$ cat src/rtl/sram_fifo_pkg.sv
// Shared types for the SRAM-backed FIFO and its stream reader.
// No logic; types and width helpers only. No backpressure.
package sram_fifo_pkg;

    localparam int DATA_W = 8;

    typedef logic [DATA_W-1:0] data_t;

    // Counter width able to hold the values 0..depth inclusive.
    function automatic int cnt_width(input int depth);
        return $clog2(depth + 1);
    endfunction

endpackage

$ cat src/rtl/flop_fifo.sv
// Small circular register buffer with head/tail pointers and an occupancy count.
// Latency: a pushed word becomes visible on head_dat the cycle after the push.
// Backpressure: none; the caller never pushes when full or pops when empty.
module flop_fifo
    import sram_fifo_pkg::*;
#(
    parameter int WIDTH = DATA_W,
    parameter int DEPTH = 2,
    localparam int CW = cnt_width(DEPTH)
) (
    input  logic             clk_i,
    input  logic             rst_i,
    input  logic             push,
    input  logic             pop,
    input  logic [WIDTH-1:0] push_dat,
    output logic [WIDTH-1:0] head_dat,
    output logic [CW-1:0]    count
);

    localparam int PW = (DEPTH > 1) ? $clog2(DEPTH) : 1;

    logic [WIDTH-1:0] mem [DEPTH];
    logic [PW-1:0]    head_ptr;
    logic [PW-1:0]    tail_ptr;

    // Explicit wrap so non-power-of-two depths work.
    function automatic logic [PW-1:0] ptr_inc(input logic [PW-1:0] p);
        return (p == PW'(DEPTH - 1)) ? '0 : p + 1'b1;
    endfunction

    always_ff @(posedge clk_i) begin
        if (rst_i) begin
            head_ptr <= '0;
            tail_ptr <= '0;
            count    <= '0;
            for (int i = 0; i < DEPTH; i++) begin
                mem[i] <= '0;
            end
        end else begin
            if (push) begin
                mem[tail_ptr] <= push_dat;
                tail_ptr      <= ptr_inc(tail_ptr);
            end
            if (pop) begin
                head_ptr <= ptr_inc(head_ptr);
            end
            count <= count + CW'(push) - CW'(pop);
        end
    end

    assign head_dat = mem[head_ptr];

endmodule

$ cat src/rtl/fifo_stream_reader.sv
// Drains a one-cycle-latency FIFO into a valid/ready stream (optional stall counter: FIFO_STREAM_READER_STATS_EN).
// Latency: FIFO non-empty at N -> rd_en at N -> m_valid_o at N+2; then 1 word/cycle.
// Backpressure: reads are issued only when a buffer slot is guaranteed at data arrival.
module fifo_stream_reader
    import sram_fifo_pkg::*;
#(
    parameter int WIDTH     = DATA_W,
    parameter int BUF_DEPTH = 2
) (
    input  logic             clk_i,
    input  logic             rst_i,
    output logic             fifo_rd_en_o,
    input  logic             fifo_empty_i,
    input  logic [WIDTH-1:0] fifo_data_i,
    output logic             m_valid_o,
    input  logic             m_ready_i,
    output logic [WIDTH-1:0] m_data_o
`ifdef FIFO_STREAM_READER_STATS_EN
    ,
    output logic [31:0]      stall_cnt_o
`endif
);

    localparam int CW = cnt_width(BUF_DEPTH);

    logic          inflight_ff;
    logic [CW-1:0] buf_cnt;
    logic          pop;
    logic [CW:0]   occ_next;

    // Gating with rst_i keeps the FIFO untouched and the stream quiet while reset is held.
    assign m_valid_o = !rst_i && (buf_cnt != '0);
    assign pop       = m_valid_o && m_ready_i;
    assign occ_next  = {1'b0, buf_cnt} + (CW+1)'(inflight_ff) - (CW+1)'(pop);

    assign fifo_rd_en_o = !rst_i && !fifo_empty_i && (occ_next < (CW+1)'(BUF_DEPTH));

    always_ff @(posedge clk_i) begin
        if (rst_i) begin
            inflight_ff <= 1'b0;
        end else begin
            inflight_ff <= fifo_rd_en_o;
        end
    end

    flop_fifo #(
        .WIDTH (WIDTH),
        .DEPTH (BUF_DEPTH)
    ) u_buf (
        .clk_i    (clk_i),
        .rst_i    (rst_i),
        .push     (inflight_ff),
        .pop      (pop),
        .push_dat (fifo_data_i),
        .head_dat (m_data_o),
        .count    (buf_cnt)
    );

`ifdef FIFO_STREAM_READER_STATS_EN
    always_ff @(posedge clk_i) begin
        if (rst_i) begin
            stall_cnt_o <= '0;
        end else if (m_valid_o && !m_ready_i && (stall_cnt_o != 32'hFFFF_FFFF)) begin
            stall_cnt_o <= stall_cnt_o + 32'd1;
        end
    end
`endif

endmodule
$ cat config.mk
export PLATFORM = sky130hd
export DESIGN_NAME = fifo_stream_reader
export DESIGN_NICKNAME = d
export VERILOG_FILES = /design/src/rtl/sram_fifo_pkg.sv /design/src/rtl/flop_fifo.sv /design/src/rtl/fifo_stream_reader.sv
export SDC_FILE = /design/constraint.sdc
export NUM_CORES = 1
export LEC_CHECK = 0
export CORE_MARGIN = 2
export CORE_UTILIZATION = 40
export CTS_CLUSTER_DIAMETER = 200
export CTS_CLUSTER_SIZE = 8
export DETAILED_ROUTE_END_ITERATION = 10
export DONT_BUFFER_PORTS = 1
export GPL_TIMING_DRIVEN = 0
export PLACE_DENSITY = 0.58
export SLEW_MARGIN = 20
export SYNTH_ARGS = -nofsm -noshare
export SYNTH_HDL_FRONTEND = slang
export SYNTH_SLANG_ARGS = --single-unit
$ cat constraint.sdc
create_clock -name clk_i -period 1.82 [get_ports clk_i]
set_input_delay 0.091 -clock clk_i [delete_from_list [all_inputs] [get_ports clk_i]]
set_output_delay 0.091 -clock clk_i [all_outputs]
set_load 0.05 [all_outputs]
Word level (Yosys, flattened, before mapping)
Memories as Yosys holds them, arrays and structs flattened. A register that Yosys moved wholly into a read port is not among the register bits.
Index checks and enable logic that the tools add are counted.
{ "word_totals": {"inputBits": 12, "output_inout_bits": 10, "elab_cells": 32, "regBits": 5, "mem_count": 1, "ramBits": 16} }
{ "op_classes": {"order_cmp": 1, "reduce_logical": 8, "addsub": 6, "n_mux": 12} }
{ "mem_list": {"columns": ["name", "words", "width", "read_ports", "rd_ports_with_merged_regs", "wr", "line", "rtl"], "rows": [
  ["u_buf.mem", 2, 8, 1, 1, 2, "flop_fifo.sv:22", "logic [WIDTH-1:0] mem [DEPTH];"]
]} }
{ "op_table": {"columns": ["operator", "count"], "rows": [
  ["$mux 1", 11],
  ["$mux 8", 1],
  ["$reduce_or 8->1", 1],
  ["$logic_and 1x1->1", 4],
  ["$add 2x1->3", 1],
  ["$lt 3x2->1 const B", 1],
  ["$sub 3x1->3", 1],
  ["$add 1x1->1 const B", 2],
  ["$add 2x1->2", 1],
  ["$logic_not 1->1", 2],
  ["$reduce_bool 2->1", 1],
  ["$sub 2x1->2", 1]
]} }

Logic depth before layout (Yosys ltp)
{ "depth": {"depth_word": 6, "depth_mapped": 9, "mapped_depth_nobuf": 8} }

Hierarchy
Synthesis repeated with hierarchy kept, for this count alone.
{ "hier_totals": {"hier_cells": 83, "hier_area_um2": 1021.0} }
{ "by_module_without_submodules": {"columns": ["mod", "seq_area_each_um2", "cells_each", "area_per_inst_um2", "instances"], "rows": [
  ["flop_fifo", 580.6, 72, 917.1, 1],
  ["fifo_stream_reader", 20.0, 11, 103.8, 1]
]} }

Worst setup path after synthesis
Ideal clock, no wire load.
{ "synth_path": {"path_type": "register to output", "start": "reg u_buf.count[1]", "end": "out fifo_rd_en_o", "path_stages_with_launch": 8, "required_time_ns": 1.729, "n_path_buf": 0, "path_slack_ns": -1.245, "arrival_time_ns": 2.974, "path_cell_list": "dfxtp_1 -> nor2_1 -> nor3b_1 -> ha_1 -> inv_1 -> ha_1 -> fa_1 -> nor4_1"} }
{ "synth_via": {"elab_chain_len": 6, "word_cells_on_any_way": 7, "cone_classes": "2 x add/sub; 1 x order compare; 4 x reduce/logical"} }
{ "synth_rtl": {"columns": ["item", "line", "rtl"], "rows": [
  ["start: declaration", "flop_fifo.sv:17", "output logic [CW-1:0] count"],
  ["start signal: assignment", "flop_fifo.sv:47", "count <= count + CW'(push) - CW'(pop);"],
  ["$reduce_bool 2->1", "fifo_stream_reader.sv:32", "assign m_valid_o = !rst_i && (buf_cnt != '0);"],
  ["$logic_and 1x1->1", "fifo_stream_reader.sv:32", null],
  ["$logic_and 1x1->1", "fifo_stream_reader.sv:33", "assign pop = m_valid_o && m_ready_i;"],
  ["net pop", "fifo_stream_reader.sv:28", "logic pop;"],
  ["$sub 3x1->3", "fifo_stream_reader.sv:34", "assign occ_next = {1'b0, buf_cnt} + (CW+1)'(inflight_ff) - (CW+1)'(pop);"],
  ["net occ_next[1]", "fifo_stream_reader.sv:29", "logic [CW:0] occ_next;"],
  ["$lt 3x2->1", "fifo_stream_reader.sv:36", "assign fifo_rd_en_o = !rst_i && !fifo_empty_i && (occ_next < (CW+1)'(BUF_DEPTH));"],
  ["$logic_and 1x1->1", "fifo_stream_reader.sv:36", null],
  ["end: declaration", "fifo_stream_reader.sv:12", "output logic fifo_rd_en_o,"]
]} }
The timed path passes the listed nets, and every way through them passes these cells.

Final worst setup path
Ends and elaborated chain as after synthesis.

==> flow_metrics.tcl <==
set metrics [dict create \
    r2r_cells 9 \
    syn_nets 99 \
    dr.pass1.iters 3 \
    r2r-start "u_buf.count[1]$_SDFF_PP0_" \
    rows 18 \
    final_nets 109 \
    antenna_found_initial 0 \
    htree_levels 1 \
    cts_tree "yes" \
    finalWorstSetupSlack_ns -0.689 \
    grt_remaining_overflow 0 \
    worstHoldPathType "in2reg" \
    skew_ns 0.00778 \
    crit_path_start_kind "flop" \
    finalMaxSlewViolations 0 \
    io_buffers 0 \
    cp-startpoint "u_buf.count[1]$_SDFF_PP0_" \
    violations "setup timing" \
    crit_arrival_ns 2.42 \
    min_path_cells 2 \
    syn_to_final_growth_pct 16.3 \
    postRouteAntennaNets 0 \
    finalInstanceArea_um2 1180 \
    yosys-top-cells-count "19 x nor2_1, 16 x edfxtp_1, 12 x nand2b_1, 10 x mux2_2, 6 x dfxtp_1" \
    dieArea_um2 2950 \
    die_x_um 54.3 \
    final_hold_viol_count 0 \
    hpwl_mm 1.16 \
    ys_ff_latch 22 \
    grt_pass1_wl_mm 2.73 \
    slew_headroom 0.411 \
    track_usage 0.138 \
    cts_buffers 3 \
    postSynth.asyncResetShare 0 \
    synthFlopType "edfxtp_1" \
    ys_types 17 \
    required_ns 1.73 \
    drive_gt1_frac 0.323 \
    cts_root_buf "clkbuf_4" \
    place_area_um2 1070 \
    n_antenna_cell 0 \
    ios 22 \
    cts_sinks 22 \
    synth_area_leaders "edfxtp_1 47%, dfxtp_1 12%, mux2_2 11%" \
    fin_setup_tns_ns -1.02 \
    dp.cells 114 \
    p_per_area_nw_per_um2 1570 \
    clock_latency_ns 0.30 \
    synth_edf_count 16 \
    clockBufferDepth 2 \
    gp_congestion 0.629 \
    status "finished with violations" \
    synth.most_common_cell "nor2_1" \
    synth_top_cell_by_area "edfxtp_1" \
    vias 604 \
    tightestPinTransition_ns 0.881 \
    grt_start_max_net_pins 13 \
    rsz0062_at_grt "yes" \
    drt-total-wl_mm 1.68 \
    netlist_instances 84 \
    avgSynthCellArea_um2 12.1 \
    clk_pin_slew_ns 0.12 \
    ir_worst_vdd_mv 0.957 \
    cp-end-kind "primary output" \
    yosysWarnings 0 \
    fin_cells 123 \
    synth-seq-area-share 0.593 \
    power.total_mw 1.85 \
    syn_area_um2 1010 \
    timing.fmax_mhz 399 \
    detail_route.wl_per_cell_um 13.6 \
    cap_violations 0 \
    drc_errors 0 \
    grt_pass1_vias 617 \
    core_area_um2 2430 \
    drt-initial-drc-count 4 \
    utilization 0.485 \
    hold_start "fifo_data_i[4]" \
    yosysTopAreaCellShare 0.474 \
    period_minus_slack_ns 2.51 \
    initial_core_util 0.417 \
    vias_per_cell 4.91 \
    p_leak_nw 0.439 \
    timing.critical_path.fanout_max 2 \
    finalSetupViolCount 3 \
    post-route-period-util 1.38 \
    setup.worst_path.class "reg2out" \
    fp.dieH_um 54.3 \
]
-- registers in the layout (all words and copies together), names as in the netlist, named ones only --
register,cells
inflight_ff,1
u_buf.count,2
u_buf.head_ptr,1
u_buf.tail_ptr,1
u_buf.mem,16
-- final timing paths --
check / end / slack [ns]
worst max-delay path: fifo_rd_en_o / -0.69
worst min-delay path: u_buf.mem[0][4]$_SDFFCE_PN0P_ / 0.02
worst max register to register: inflight_ff$_SDFF_PP0_ / -0.19
worst min register to register: u_buf.tail_ptr$_SDFFE_PP0P_ / 0.51
-- cell type report --
| class | count | area, um2 |
|---|---|---|
| well taps | 30 | 37.5 |
| inverters | 4 | 15.0 |
| repair buffers | 5 | 43.8 |
| multi-input cells | 54 | 420 |
| clock buffers | 4 | 26.3 |
| flip-flops and latches | 22 | 603 |
| fillers | 235 | 1250 |
| plain buffers | 4 | 32.5 |
-- metrics by stage --
| stage | hold WS (ns) | setup WS (ns) |
|---|---|---|
| after floorplan | 0.170 | -0.381 |
| after global placement | 0.172 | -0.477 |
| after detailed placement | 0.176 | -0.512 |
| after CTS | 0.0178 | -0.781 |
| after global routing | 0.0147 | -0.786 |
| final | 0.0228 | -0.689 |
-- placed cells by master, fill, tap and decap left out, drive strengths merged --
cell	Yosys	routed
nor2	19	19
edfxtp	16	16
nand2b	12	12
mux2	10	10
buf	4	8
dfxtp	6	6
inv	4	4
clkbuf	0	4
nor2b	3	3
nor4	2	2
ha	2	2
nor3b	1	1
nand2	1	1
xnor2	1	1
a21oi	1	1
o21ai	1	1
fa	1	1
dlygate4sd3	0	1
-- worst max-delay path, cell delays in order (launching register included) --
cell,delay (ns)
dfxtp_2,0.37
nor2_4,0.05
nor3b_2,0.15
ha_1,0.25
inv_1,0.06
ha_2,0.16
fa_2,0.46
nor4_4,0.63
-- kinds of logic (layout without fill, tap and decap cells) --
family,after synthesis,after routing,synth area share
AO/OA/AOI/OAI,2,2,0.00987
buffers and inverters,8,17,0.0469
AND/OR/NAND/NOR,38,38,0.186
flip-flops,22,22,0.593
adder cells (fa/ha/maj),3,3,0.0444
multiplexers,10,10,0.111
XOR/XNOR,1,1,0.00864
-- power breakdown --
part / total (mW) / switching (mW) / internal, mW
combinational: 0.912 / 0.586 / 0.326
clock: 0.226 / 0.141 / 0.0852
sequential: 0.715 / 0.0500 / 0.665
total: 1.85 / 0.776 / 1.08
-- per-layer routing --
metal | share of wire | vias to the layer above | global-route usage | wire length [um]
met1 | 0.39 | 289 | 0.140 | 656
met3 | 0.045 | 2 | 0.0273 | 76
met2 | 0.55 | 11 | 0.259 | 926
met4 | 0.011 | 0 | 0.0750 | 19
li1 | - | 302 | - | -
met5 | 0 | - | 0 | 0
-- timing repair --
item | CTS | global route
hold buffers | 1 | 0
pin swaps | 4 | 5
cloned | 0 | 0
setup endpoints to repair | 3 | 3
endpoints found under the hold margin | 1 | 0
resized for setup | 7 | 4
buffers inserted | 3 | 1
No activity file was read; power rests on OpenSTA's default activity.
